`src/rtl/crypto_pkg.sv`:
```
`default_nettype none
// ============================================================================
//  Module      : crypto_pkg
//  Description : Shared definitions for the instruction front end and the
//                control unit: default widths, opcode encodings and the
//                fetch FSM state encoding.
//  Revision    : 1.0 - initial release
// ============================================================================
package crypto_pkg;

    // Default widths
    localparam int c_addr_w_def  = 8;
    localparam int c_instr_w_def = 16;

    // Opcode encodings (upper 4 bits of the instruction word)
    localparam logic [3:0] c_op_nop  = 4'h0;
    localparam logic [3:0] c_op_load = 4'h1;
    localparam logic [3:0] c_op_add  = 4'h2;
    localparam logic [3:0] c_op_sub  = 4'h3;
    localparam logic [3:0] c_op_and  = 4'h4;
    localparam logic [3:0] c_op_or   = 4'h5;
    localparam logic [3:0] c_op_jmp  = 4'h8;
    localparam logic [3:0] c_op_beq  = 4'h9;
    localparam logic [3:0] c_op_halt = 4'hF;

    // Fetch FSM states
    typedef enum logic [1:0] {
        ST_IDLE   = 2'd0,
        ST_FETCH  = 2'd1,
        ST_STALL  = 2'd2,
        ST_HALTED = 2'd3
    } fetch_state_t;

endpackage
`default_nettype wire

```
`src/rtl/fetch_fifo.sv`:
```
`default_nettype none
// ============================================================================
//  Module      : fetch_fifo
//  Description : DEPTH x WIDTH synchronous FIFO used as the prefetch buffer.
//                Simultaneous push and pop keep the occupancy unchanged.
//                flush empties the buffer in one cycle.
//  Ports       : clk, reset (async, active-low), flush, push, wr_data, pop,
//                rd_data (head entry), full, empty, count
//  Revision    : 1.0 - initial release
// ============================================================================
module fetch_fifo #(
    parameter int DEPTH = 2,
    parameter int WIDTH = 24
) (
    input  logic                       clk,
    input  logic                       reset,
    input  logic                       flush,
    input  logic                       push,
    input  logic [WIDTH-1:0]           wr_data,
    input  logic                       pop,
    output logic [WIDTH-1:0]           rd_data,
    output logic                       full,
    output logic                       empty,
    output logic [$clog2(DEPTH):0]     count
);

    localparam int c_ptr_w = $clog2(DEPTH);
    localparam int c_cnt_w = c_ptr_w + 1;

    logic [WIDTH-1:0]   r_mem [DEPTH];
    logic [c_ptr_w-1:0] r_wr_ptr;
    logic [c_ptr_w-1:0] r_rd_ptr;
    logic [c_cnt_w-1:0] r_count;

    logic w_do_push;
    logic w_do_pop;

    // A push into a full buffer is only legal when a pop frees a slot
    assign w_do_push = push && (!full || pop);
    assign w_do_pop  = pop && !empty;

    always_ff @(posedge clk or negedge reset) begin
        if (!reset) begin
            r_wr_ptr <= '0;
            r_rd_ptr <= '0;
            r_count  <= '0;
            for (int i = 0; i < DEPTH; i++) begin
                r_mem[i] <= '0;
            end
        end else if (flush) begin
            r_wr_ptr <= '0;
            r_rd_ptr <= '0;
            r_count  <= '0;
        end else begin
            if (w_do_push) begin
                r_mem[r_wr_ptr] <= wr_data;
                r_wr_ptr        <= r_wr_ptr + c_ptr_w'(1);
            end
            if (w_do_pop) begin
                r_rd_ptr <= r_rd_ptr + c_ptr_w'(1);
            end
            if (w_do_push && !w_do_pop) begin
                r_count <= r_count + c_cnt_w'(1);
            end else if (!w_do_push && w_do_pop) begin
                r_count <= r_count - c_cnt_w'(1);
            end
        end
    end

    assign rd_data = r_mem[r_rd_ptr];
    assign full    = (r_count == c_cnt_w'(DEPTH));
    assign empty   = (r_count == '0);
    assign count   = r_count;

endmodule
`default_nettype wire

```
`src/rtl/instr_fetch_unit.sv`:
```
`default_nettype none
// ============================================================================
//  Module      : instr_fetch_unit
//  Description : Instruction fetch front end. Owns the PC, fetches words over
//                a req/ack memory handshake into a prefetch FIFO and presents
//                the head as opcode/operand with valid/ready. Stops after a
//                HALT opcode; accepts PC redirects from any state.
//  Ports       : clk, reset (async, active-low)
//                imem_req/imem_addr/imem_ack/imem_rdata : instruction memory
//                instr_valid/opcode/operand/instr_pc/instr_ready : consumer
//                redirect_valid/redirect_addr : jump/branch target
//                halted, state : status and debug
//  Revision    : 1.0 - initial release
// ============================================================================
module instr_fetch_unit
    import crypto_pkg::*;
#(
    parameter int         ADDR_W  = c_addr_w_def,
    parameter int         INSTR_W = c_instr_w_def,
    parameter int         DEPTH   = 2,
    parameter logic [3:0] HALT_OP = c_op_halt
) (
    input  logic                clk,
    input  logic                reset,
    output logic                imem_req,
    output logic [ADDR_W-1:0]   imem_addr,
    input  logic                imem_ack,
    input  logic [INSTR_W-1:0]  imem_rdata,
    output logic                instr_valid,
    output logic [3:0]          opcode,
    output logic [INSTR_W-5:0]  operand,
    output logic [ADDR_W-1:0]   instr_pc,
    input  logic                instr_ready,
    input  logic                redirect_valid,
    input  logic [ADDR_W-1:0]   redirect_addr,
    output logic                halted,
    output logic [1:0]          state
);

    localparam int c_cnt_w = $clog2(DEPTH) + 1;
    localparam int c_ent_w = INSTR_W + ADDR_W;

    fetch_state_t        r_state;
    logic [ADDR_W-1:0]   r_pc;
    logic                r_req;
    logic [ADDR_W-1:0]   r_addr;
    logic                r_halted;
    logic                r_discard;   // in-flight response belongs to a flushed path

    logic                w_ack;
    logic                w_push;
    logic                w_pop;
    logic                w_full;
    logic                w_empty;
    logic [c_cnt_w-1:0]  w_count;
    logic [c_cnt_w-1:0]  w_cnt_next;
    logic [c_ent_w-1:0]  w_rd_data;
    logic [INSTR_W-1:0]  w_head_word;
    logic [ADDR_W-1:0]   w_pc_inc;
    logic                w_is_halt;

    // Acks with no request outstanding are ignored
    assign w_ack     = imem_ack && r_req;
    assign w_pc_inc  = r_pc + ADDR_W'(1);
    assign w_is_halt = (imem_rdata[INSTR_W-1 -: 4] == HALT_OP);

    // Redirect flushes the buffer, so it overrides any same-cycle push/pop
    assign w_push = w_ack && !r_discard && !redirect_valid && (r_state == ST_FETCH);
    assign w_pop  = instr_ready && !w_empty && !redirect_valid;

    always_comb begin
        w_cnt_next = w_count;
        if (w_push && !w_pop) begin
            w_cnt_next = w_count + c_cnt_w'(1);
        end else if (!w_push && w_pop) begin
            w_cnt_next = w_count - c_cnt_w'(1);
        end
    end

    fetch_fifo #(
        .DEPTH (DEPTH),
        .WIDTH (c_ent_w)
    ) u_fifo (
        .clk     (clk),
        .reset   (reset),
        .flush   (redirect_valid),
        .push    (w_push),
        .wr_data ({imem_rdata, r_pc}),
        .pop     (w_pop),
        .rd_data (w_rd_data),
        .full    (w_full),
        .empty   (w_empty),
        .count   (w_count)
    );

    always_ff @(posedge clk or negedge reset) begin
        if (!reset) begin
            r_state   <= ST_IDLE;
            r_pc      <= '0;
            r_req     <= 1'b0;
            r_addr    <= '0;
            r_halted  <= 1'b0;
            r_discard <= 1'b0;
        end else if (redirect_valid) begin
            r_pc     <= redirect_addr;
            r_halted <= 1'b0;
            r_state  <= ST_FETCH;
            if (r_req && !imem_ack) begin
                // Memory still owes a response: keep the bus stable until it
                // arrives, then throw it away.
                r_discard <= 1'b1;
            end else begin
                r_discard <= 1'b0;
                r_req     <= 1'b1;
                r_addr    <= redirect_addr;
            end
        end else if (r_discard) begin
            if (w_ack) begin
                r_discard <= 1'b0;
                r_req     <= 1'b1;
                r_addr    <= r_pc;
            end
        end else begin
            case (r_state)
                ST_IDLE: begin
                    r_state <= ST_FETCH;
                    r_req   <= 1'b1;
                    r_addr  <= r_pc;
                end
                ST_FETCH: begin
                    if (w_ack) begin
                        r_pc <= w_pc_inc;
                        if (w_is_halt) begin
                            r_state  <= ST_HALTED;
                            r_req    <= 1'b0;
                            r_halted <= 1'b1;
                        end else if (w_cnt_next == c_cnt_w'(DEPTH)) begin
                            // No room for another response: stop requesting
                            r_state <= ST_STALL;
                            r_req   <= 1'b0;
                        end else begin
                            r_addr <= w_pc_inc;
                        end
                    end
                end
                ST_STALL: begin
                    if (!w_full || w_pop) begin
                        r_state <= ST_FETCH;
                        r_req   <= 1'b1;
                        r_addr  <= r_pc;
                    end
                end
                ST_HALTED: begin
                    r_req <= 1'b0;
                end
                default: begin
                    r_state <= ST_IDLE;
                    r_req   <= 1'b0;
                end
            endcase
        end
    end

    assign imem_req    = r_req;
    assign imem_addr   = r_addr;
    assign halted      = r_halted;
    assign state       = r_state;

    assign {w_head_word, instr_pc} = w_rd_data;
    assign instr_valid = !w_empty;
    assign opcode      = w_head_word[INSTR_W-1 -: 4];
    assign operand     = w_head_word[INSTR_W-5:0];

endmodule
`default_nettype wire
```
`config.mk`:
```
export PLATFORM = sky130hd
export DESIGN_NAME = instr_fetch_unit
export DESIGN_NICKNAME = d
export VERILOG_FILES = /design/src/rtl/crypto_pkg.sv /design/src/rtl/fetch_fifo.sv /design/src/rtl/instr_fetch_unit.sv
export SDC_FILE = /design/constraint.sdc
export NUM_CORES = 1
export LEC_CHECK = 0
export ABC_AREA = 1
export BUFFER_PORTS_ARGS = -buffer_cell sky130_fd_sc_hd__buf_4
export CELL_PAD_IN_SITES_DETAIL_PLACEMENT = 0
export CELL_PAD_IN_SITES_GLOBAL_PLACEMENT = 1
export CORE_MARGIN = 8
export CORE_UTILIZATION = 44
export CTS_BUF_LIST = sky130_fd_sc_hd__clkbuf_16
export CTS_CLUSTER_SIZE = 40
export DETAILED_ROUTE_END_ITERATION = 10
export PLACE_DENSITY = 0.89
export SYNTH_ARGS = -nofsm -noshare
export SYNTH_HDL_FRONTEND = slang
export SYNTH_SLANG_ARGS = --single-unit
```
`constraint.sdc`:
```
create_clock -name clk -period 3.85 [get_ports clk]
set_input_delay 0.1925 -clock clk [delete_from_list [all_inputs] [get_ports clk]]
set_output_delay 0.1925 -clock clk [all_outputs]
set_load 0.01 [all_outputs]
```
==> summary.md, run 1 <==
| Metric | Value |
|---|---|
| Vias in the first global route | `3151` |
| R2r startpoint | `state[1]` |
| Seq/Total Area, Yosys | `49.3%` |
| Setup Skew | `0.00443 ns` |
| Cell count after synthesis | `476` |
| CTS sink count | `73` |
| CTS tree | `yes` |
| Maxcap violations | `0` |
| Port Buf Inserts | `65` |
| Status | `complete, but fails checks` |
| Post_cts resized | `0` |
| CP max FO | `26` |
| Setup TNS | `0 ns` |
| Antenna-violating nets left | `0` |
| Critical path's most frequent cell | `nand2_1` |
| Top cells by area, synth | `dfrtp_1, nand2_1, o21ai_0` |
| Die Wd | `108 um` |
| Total CTS buffers | `9` |
| Multi-input gate area | `0.00160 sq mm` |
| CP Data Required Time | `3.66 ns` |
| Failing checks | `negative hold slack` |
| Top cell type's share of synthesized area | `49.3%` |
| FFs w/ async S/R, synth | `100%` |
| Critical path class | `flip-flop to output port` |
| Max-slew headroom | `38.7%` |
| CP endpoint kind | `output port` |
| Initial antenna violation count | `0` |
| Total GRT Usage | `15.4%` |
| Register bit total from synthesis | `73` |
| DR pass1 iterations | `4` |
| Fillers | `806` |
| Hpwl dp | `5930 um` |
| Worst setup path end | `operand[3]` |
| Syn Nets | `511` |
| CTS root buffer | `clkbuf_16` |
| Worst EP arrival | `2.60 ns` |
| Post-synth EDFFs | `0` |
| Vias after detailed routing | `3148` |
| Pin count of the biggest net entering global routing | `74` |
| Mean Syn Cell Area | `7.78 sq um` |
| # DRC | `0` |
| Distinct cells, synth | `32` |
| Final period util | `72.5%` |
| Setup slack on the worst flop-to-flop path | `1.39 ns` |
| Most frequent cell after synthesis | `nand2_1` |
| Crit path time final | `2.79 ns` |
| Storage element area | `0.00183 sq mm` |
| Worst hold margin | `-0.00230 ns` |
| Row count | `33` |
| ANT cells | `0` |
| Top cell type by total area after synthesis | `dfrtp_1` |
| Ys Warns | `0` |
| Final #Nets | `570` |
| CORE AREA | `0.00818 sq mm` |
| Clk slew on worst S/H paths | `0.06 ns` |
| Post-Syn Area | `0.00370 sq mm` |
| Cell Count, Final, Fillers Out | `644` |
| First-pass GRT wire length | `14600 um` |
| CTS Hold Bufs | `0` |
| WL final | `8490 um` |
| Worst stage delay on the critical path | `0.90 ns` |
| Dpl cells | `629` |
| Die area | `0.0116 sq mm` |
| Initial core utilization | `45.3%` |
| 1st-iter DRT viols | `151` |
| Crit path launch type | `flip-flop` |
| Post-synth top cells | `nand2_1, dfrtp_1, o21ai_0, inv_1, nand3_1` |
| Total power | `3.43 mW` |
| Max Buffers Root-to-Sink | `2` |
| Share of layout cells above drive strength 1 | `18.6%` |
| Area grow syn2layout | `21.6%` |
| IR drop worst, VDD | `0.346 mV` |
| Power Density | `761 mW/mm^2` |
| Hold Vio Cnt, Final | `2` |
| GPL Wtd Cong | `0.863` |
| DIE HEIGHT | `108 um` |
| P_leak | `2.40 nW` |
| Maximum clock frequency | `358 MHz` |
| Clock H-tree levels | `3` |
| Number of post-CTS setup repair buffers | `0` |
| Final Slew Violations | `0` |
| Unrepaired setup endpoints after global routing | `no` |
| R2R depth | `12` |
| Synth Flop Type | `dfrtp_1` |
| Wire per inst | `13.2 um` |
| FF-to-FF End | `u_fifo.r_mem[3]` |
| Worst-margin pin slew | `0.917 ns` |
| Crit. Startpoint | `u_fifo.r_rd_ptr` |
| Final setup fails | `0` |
| Cell breakdown of the critical path | `clkinv_1 -> nand2_1 -> nand2_1 -> buf_4` |
| Num ports | `66` |
| Worst path slowest cell | `dfrtp_1` |
| Drt via density | `4.89` |
| Clock latency on the worst-skew pair | `0.33 ns` |
| Worst min path class | `primary input to async pin` |
| Congestion Overflow GR | `0` |
==> worst max-delay path: cells and delay by family, from the launching register on <==
family / cells / cell delay (ns)
buf+inv: 2 / 1.04
flops: 1 / 0.90
simple gates: 2 / 0.33
==> flip-flops by register name (all words and copies together) (netlist names) <==
name,count
u_fifo.r_rd_ptr,1
halted,1
r_discard,1
imem_addr,8
u_fifo.r_wr_ptr,1
u_fifo.r_mem,48
r_pc,8
u_fifo.count,2
state,2
imem_req,1
==> area by class of cell <==
type,instances,share of cell area [%]
repair buffers,66,11.0
inverters,43,3.69
clock inverters,6,1.33
multi-input cells,342,35.5
clock buffers,9,5.00
flip-flops and latches,73,40.5
well taps,105,2.92
==> layout by cell type (no fill, tap or decap), types with 3 or more instances in the layout <==
master	count
nor2_4	3
inv_2	3
clkbuf_16	9
nand3_1	25
a21oi_1	7
o211ai_1	3
nand2_1	192
nor3_1	4
ha_1	6
o21ai_2	6
inv_1	38
o21ai_0	43
nor2_1	16
buf_4	66
dfrtp_1	73
nand4_1	4
o21ai_1	17
==> worst min path at each step <==
stage | endpoint | slack [ns] | cells past startpoint
after floorplan | halted | -0.10 | 0
after global placement | u_fifo.r_mem[41] | 0.38 | 1
after detailed placement | u_fifo.r_mem[39] | 0.39 | 1
after CTS | u_fifo.r_mem[39] | 0.03 | 1
after global routing | u_fifo.r_mem[41] | 0.09 | 1
final | u_fifo.r_mem[17] | -0.002 | 1
==> cells by family after synthesis <==
family	share of synthesized area, %
and+or+nand+nor	28.5
AOI/OAI and AO/OA	12.0
DFF	49.3
buffers and inverters	7.46
adders and majority gates	2.03
xor gates and xnor gates	0.709
==> power breakdown <==
part	switching, mW	internal (mW)	total, mW
sequential	0.206	1.08	1.28
clock	0.307	0.494	0.801
combinational	0.760	0.587	1.35
==> per-layer routing <==
layer  vias up  global-route usage, %  share of wire, %
met4         0                   5.95               1.2
met2        75                   22.7                43
met5         -                      0                 0
met3         6                   4.19               6.3
met1      1432                   20.9                49
li1       1635                      -                 -
==> metrics by stage <==
stage	setup slack, ns	hold WS [ns]	cell area, sq um	util (%)
floorplan	2.08	-0.103	3700	-
global placement	1.39	0.385	4220	51.6
detailed placement	1.38	0.387	4220	51.6
CTS	1.00	0.0321	4510	55.1
global route	0.826	0.0871	4510	55.1
finish	1.06	-0.00230	4510	55.1
No activity file was read; power rests on OpenSTA's default activity.
==> run 2: changes to the inputs <==
ABC_AREA = 0   (was 1)
CORE_UTILIZATION = 45   (was 44)
PLACE_DENSITY = 0.84   (was 0.89)
clock period = 2.89 ns   (was 3.85 ns; I/O delays follow)
==> run 2 against run 1 <==
Count of clock-buffer cells in the layout did not move. The flow now finishes without violations. Power rose by 58%. Final area rose by 2.9%. Critical path type is now flip-flop to flip-flop. First-iteration DRC count fell by 59%. Largest cell class unchanged.
==> summary.md, run 2 <==
| Metric | Value |
|---|---|
| Maxcap violations | `0` |
| Internal power | `3.74 mW` |
| WL final | `7660 um` |
| Mean Syn Cell Area | `12.4 sq um` |
| Die Wd | `106 um` |
| Clock latency on the worst-skew pair | `0.33 ns` |
| Register share of total power | `33.0%` |
| DIE HEIGHT | `106 um` |
| Row count | `33` |
| Combinational power share | `42.5%` |
| Post-synth top cells | `mux2_2, dfrtp_1, nor2_1, clkbuf_1, a21oi_1` |
| Most frequent cells in the layout | `mux2_2, dfrtp_1, buf_4` |
| Register bit total from synthesis | `73` |
| Pin count of the biggest net entering global routing | `74` |
| Vias in the first global route | `2712` |
| Commonest non-fill, non-tap cell in the layout | `mux2_2` |
| Hold Vio Cnt, Final | `0` |
| Die area | `0.0113 sq mm` |
| Biggest register | `u_fifo.r_mem` |
| Worst-margin pin slew | `0.917 ns` |
| Final setup fails | `0` |
| Top cells by area, synth | `dfrtp_1, mux2_2, mux2_4` |
| CTS root buffer | `clkbuf_16` |
| Initial antenna violation count | `0` |
| FFs w/ async S/R, synth | `100%` |
| Unrepaired setup endpoints after global routing | `no` |
| Seq/Total Area, Yosys | `49.6%` |
| Final period util | `89.4%` |
| Hpwl dp | `5230 um` |
| Total GRT Usage | `14.3%` |
| Antenna-violating nets left | `0` |
| Switching Fraction | `31.0%` |
| Switching Power | `1.68 mW` |
| Worst EP arrival | `2.80 ns` |
| Area grow syn2layout | `26.1%` |
| Final #Nets | `395` |
| Setup TNS | `0 ns` |
| Clock H-tree levels | `3` |
| Critical path class | `flip-flop to flip-flop` |
| Crit path time final | `2.58 ns` |
| CORE AREA | `0.00805 sq mm` |
| Post_cts resized | `0` |
| R2r startpoint | `u_fifo.count[1]` |
| Critical hold path startpoint | `imem_rdata[10]` |
| IR drop worst, VDD | `0.530 mV` |
| Initial core utilization | `45.7%` |
| DR pass1 iterations | `4` |
| Power Density | `1170 mW/mm^2` |
| Top cell type's share of synthesized area | `49.6%` |
| 1st-iter DRT viols | `62` |
| P_leak | `2.13 nW` |
| CTS tree | `yes` |
| Distinct cells, synth | `38` |
| FF-to-FF End | `imem_addr[3]` |
| CP Data Required Time | `3.10 ns` |
| CTS sink count | `73` |
| WHS Endpoint | `u_fifo.r_mem[42]` |
| Post-Syn Area | `0.00368 sq mm` |
| Layout Utilization | `57.6%` |
| Most frequent cell after synthesis | `mux2_2` |
| Drt via density | `5.22` |
| Vias after detailed routing | `2448` |
| Setup Skew | `0.00537 ns` |
| Ys Warns | `0` |
| # DRC | `0` |
| Port Buf Inserts | `65` |
| Congestion Overflow GR | `0` |
| Post-synth EDFFs | `0` |
| Number of post-CTS setup repair buffers | `0` |
| Total CTS buffers | `9` |
| CP max FO | `10` |
| Worst min path class | `primary input to flip-flop` |
| Syn Nets | `332` |
| Top cell type by total area after synthesis | `dfrtp_1` |
| Cell count after synthesis | `297` |
| Hold Crit Depth | `2` |
| Setup slack on the worst flop-to-flop path | `0.31 ns` |
| Fillers | `702` |
| ANT cells | `0` |
| Clk slew on worst S/H paths | `0.06 ns` |
| CP endpoint kind | `flip-flop` |
| Max Buffers Root-to-Sink | `2` |
| Maximum clock frequency | `387 MHz` |
| Share of layout cells above drive strength 1 | `47.8%` |
| Num ports | `66` |
| Crit path launch type | `flip-flop` |
| First-pass GRT wire length | `13200 um` |
| Clock share of power | `24.6%` |
| GPL Wtd Cong | `0.837` |
| Wire per inst | `16.3 um` |
| Max-slew headroom | `38.8%` |
| Status | `completed` |
| Max reg flops | `48` |
| Synth Flop Type | `dfrtp_1` |
| CTS Hold Bufs | `1` |
| R2R depth | `8` |
| Final Slew Violations | `0` |
[run 2: cell count changes after synthesis, moves of 8 or more]
cell,change
o21ai_1,-17
xnor2_1,+10
nand3_1,-23
inv_1,-31
nand2_1,-182
o21ai_0,-39
mux2_4,+8
mux2_2,+79
[run 2: power by group through the flow]
stage,registers [mW],logic (mW),clock network [mW]
after floorplan,1.70,1.57,0
after global placement,1.78,2.29,0
after detailed placement,1.80,2.33,0
after CTS,1.79,2.34,1.36
after global routing,1.86,2.52,1.40
final,1.79,2.30,1.33
[run 2: worst max-delay path by stage]
stage	slack [ns]	start	endpoint	cells after the start
after detailed placement	0.30	state[1]	imem_addr[3]	8
after floorplan	0.63	state[1]	u_fifo.r_mem[38]	7
after CTS	0.31	state[1]	imem_addr[3]	8
after global routing	0.11	state[1]	imem_addr[1]	8
after global placement	0.41	state[1]	imem_addr[7]	8
final	0.31	u_fifo.count[1]	imem_addr[3]	8
[run 2: kinds of logic (layout without fill, tap and decap cells)]
family	Yosys count	count (layout)	synth area share (%)
adders and majority gates	6	6	2.04
DFF	73	73	49.6
xor gates and xnor gates	17	17	4.05
and+or+nand+nor	54	54	7.48
buffers and inverters	28	95	3.40
AOI/OAI and AO/OA	28	28	4.79
muxes	91	91	28.6
[run 2: metal layers]
metal	GRT usage, %	part of all wire, %
met1	17.2	45
met2	23.6	48
met3	4.90	6.1
met4	4.72	1.2
met5	0	0
[run 2: per-stage QoR]
step | instance area (sq um) | hold slack [ns] | cells | setup WS (ns) | power [mW]
2_1_floorplan | 3680 | -0.151 | 297 | 0.630 | 3.27
5_1_grt | 4640 | 0.0451 | 469 | 0.113 | 5.78
6_report | 4640 | 0.0434 | 469 | 0.307 | 5.42
3_5_place_dp | 4270 | 0.340 | 453 | 0.301 | 4.13
3_3_place_gp | 4270 | 0.341 | 453 | 0.410 | 4.07
4_1_cts | 4640 | 0.0345 | 469 | 0.307 | 5.50
[run 2: cell type report]
class	count	area, sq um	share of cell area [%]
sequential	73	1830	39.4
timing repair buffer	73	563	12.1
clock inverter	6	133	2.86
clock buffer	9	225	4.85
inverter	7	26.3	0.566
multi-input combinational	196	1730	37.4
tap	105	131	2.83
[run 2: critical path, cell delays in order, from the launching register on]
cell and delay (ns):
dfrtp_1 0.42, inv_1 0.06, ha_1 0.18, nand2b_1 0.31, xnor2_1 0.20, o211ai_1 0.22
o311a_1 0.26, a22o_1 0.48, mux2_4 0.34
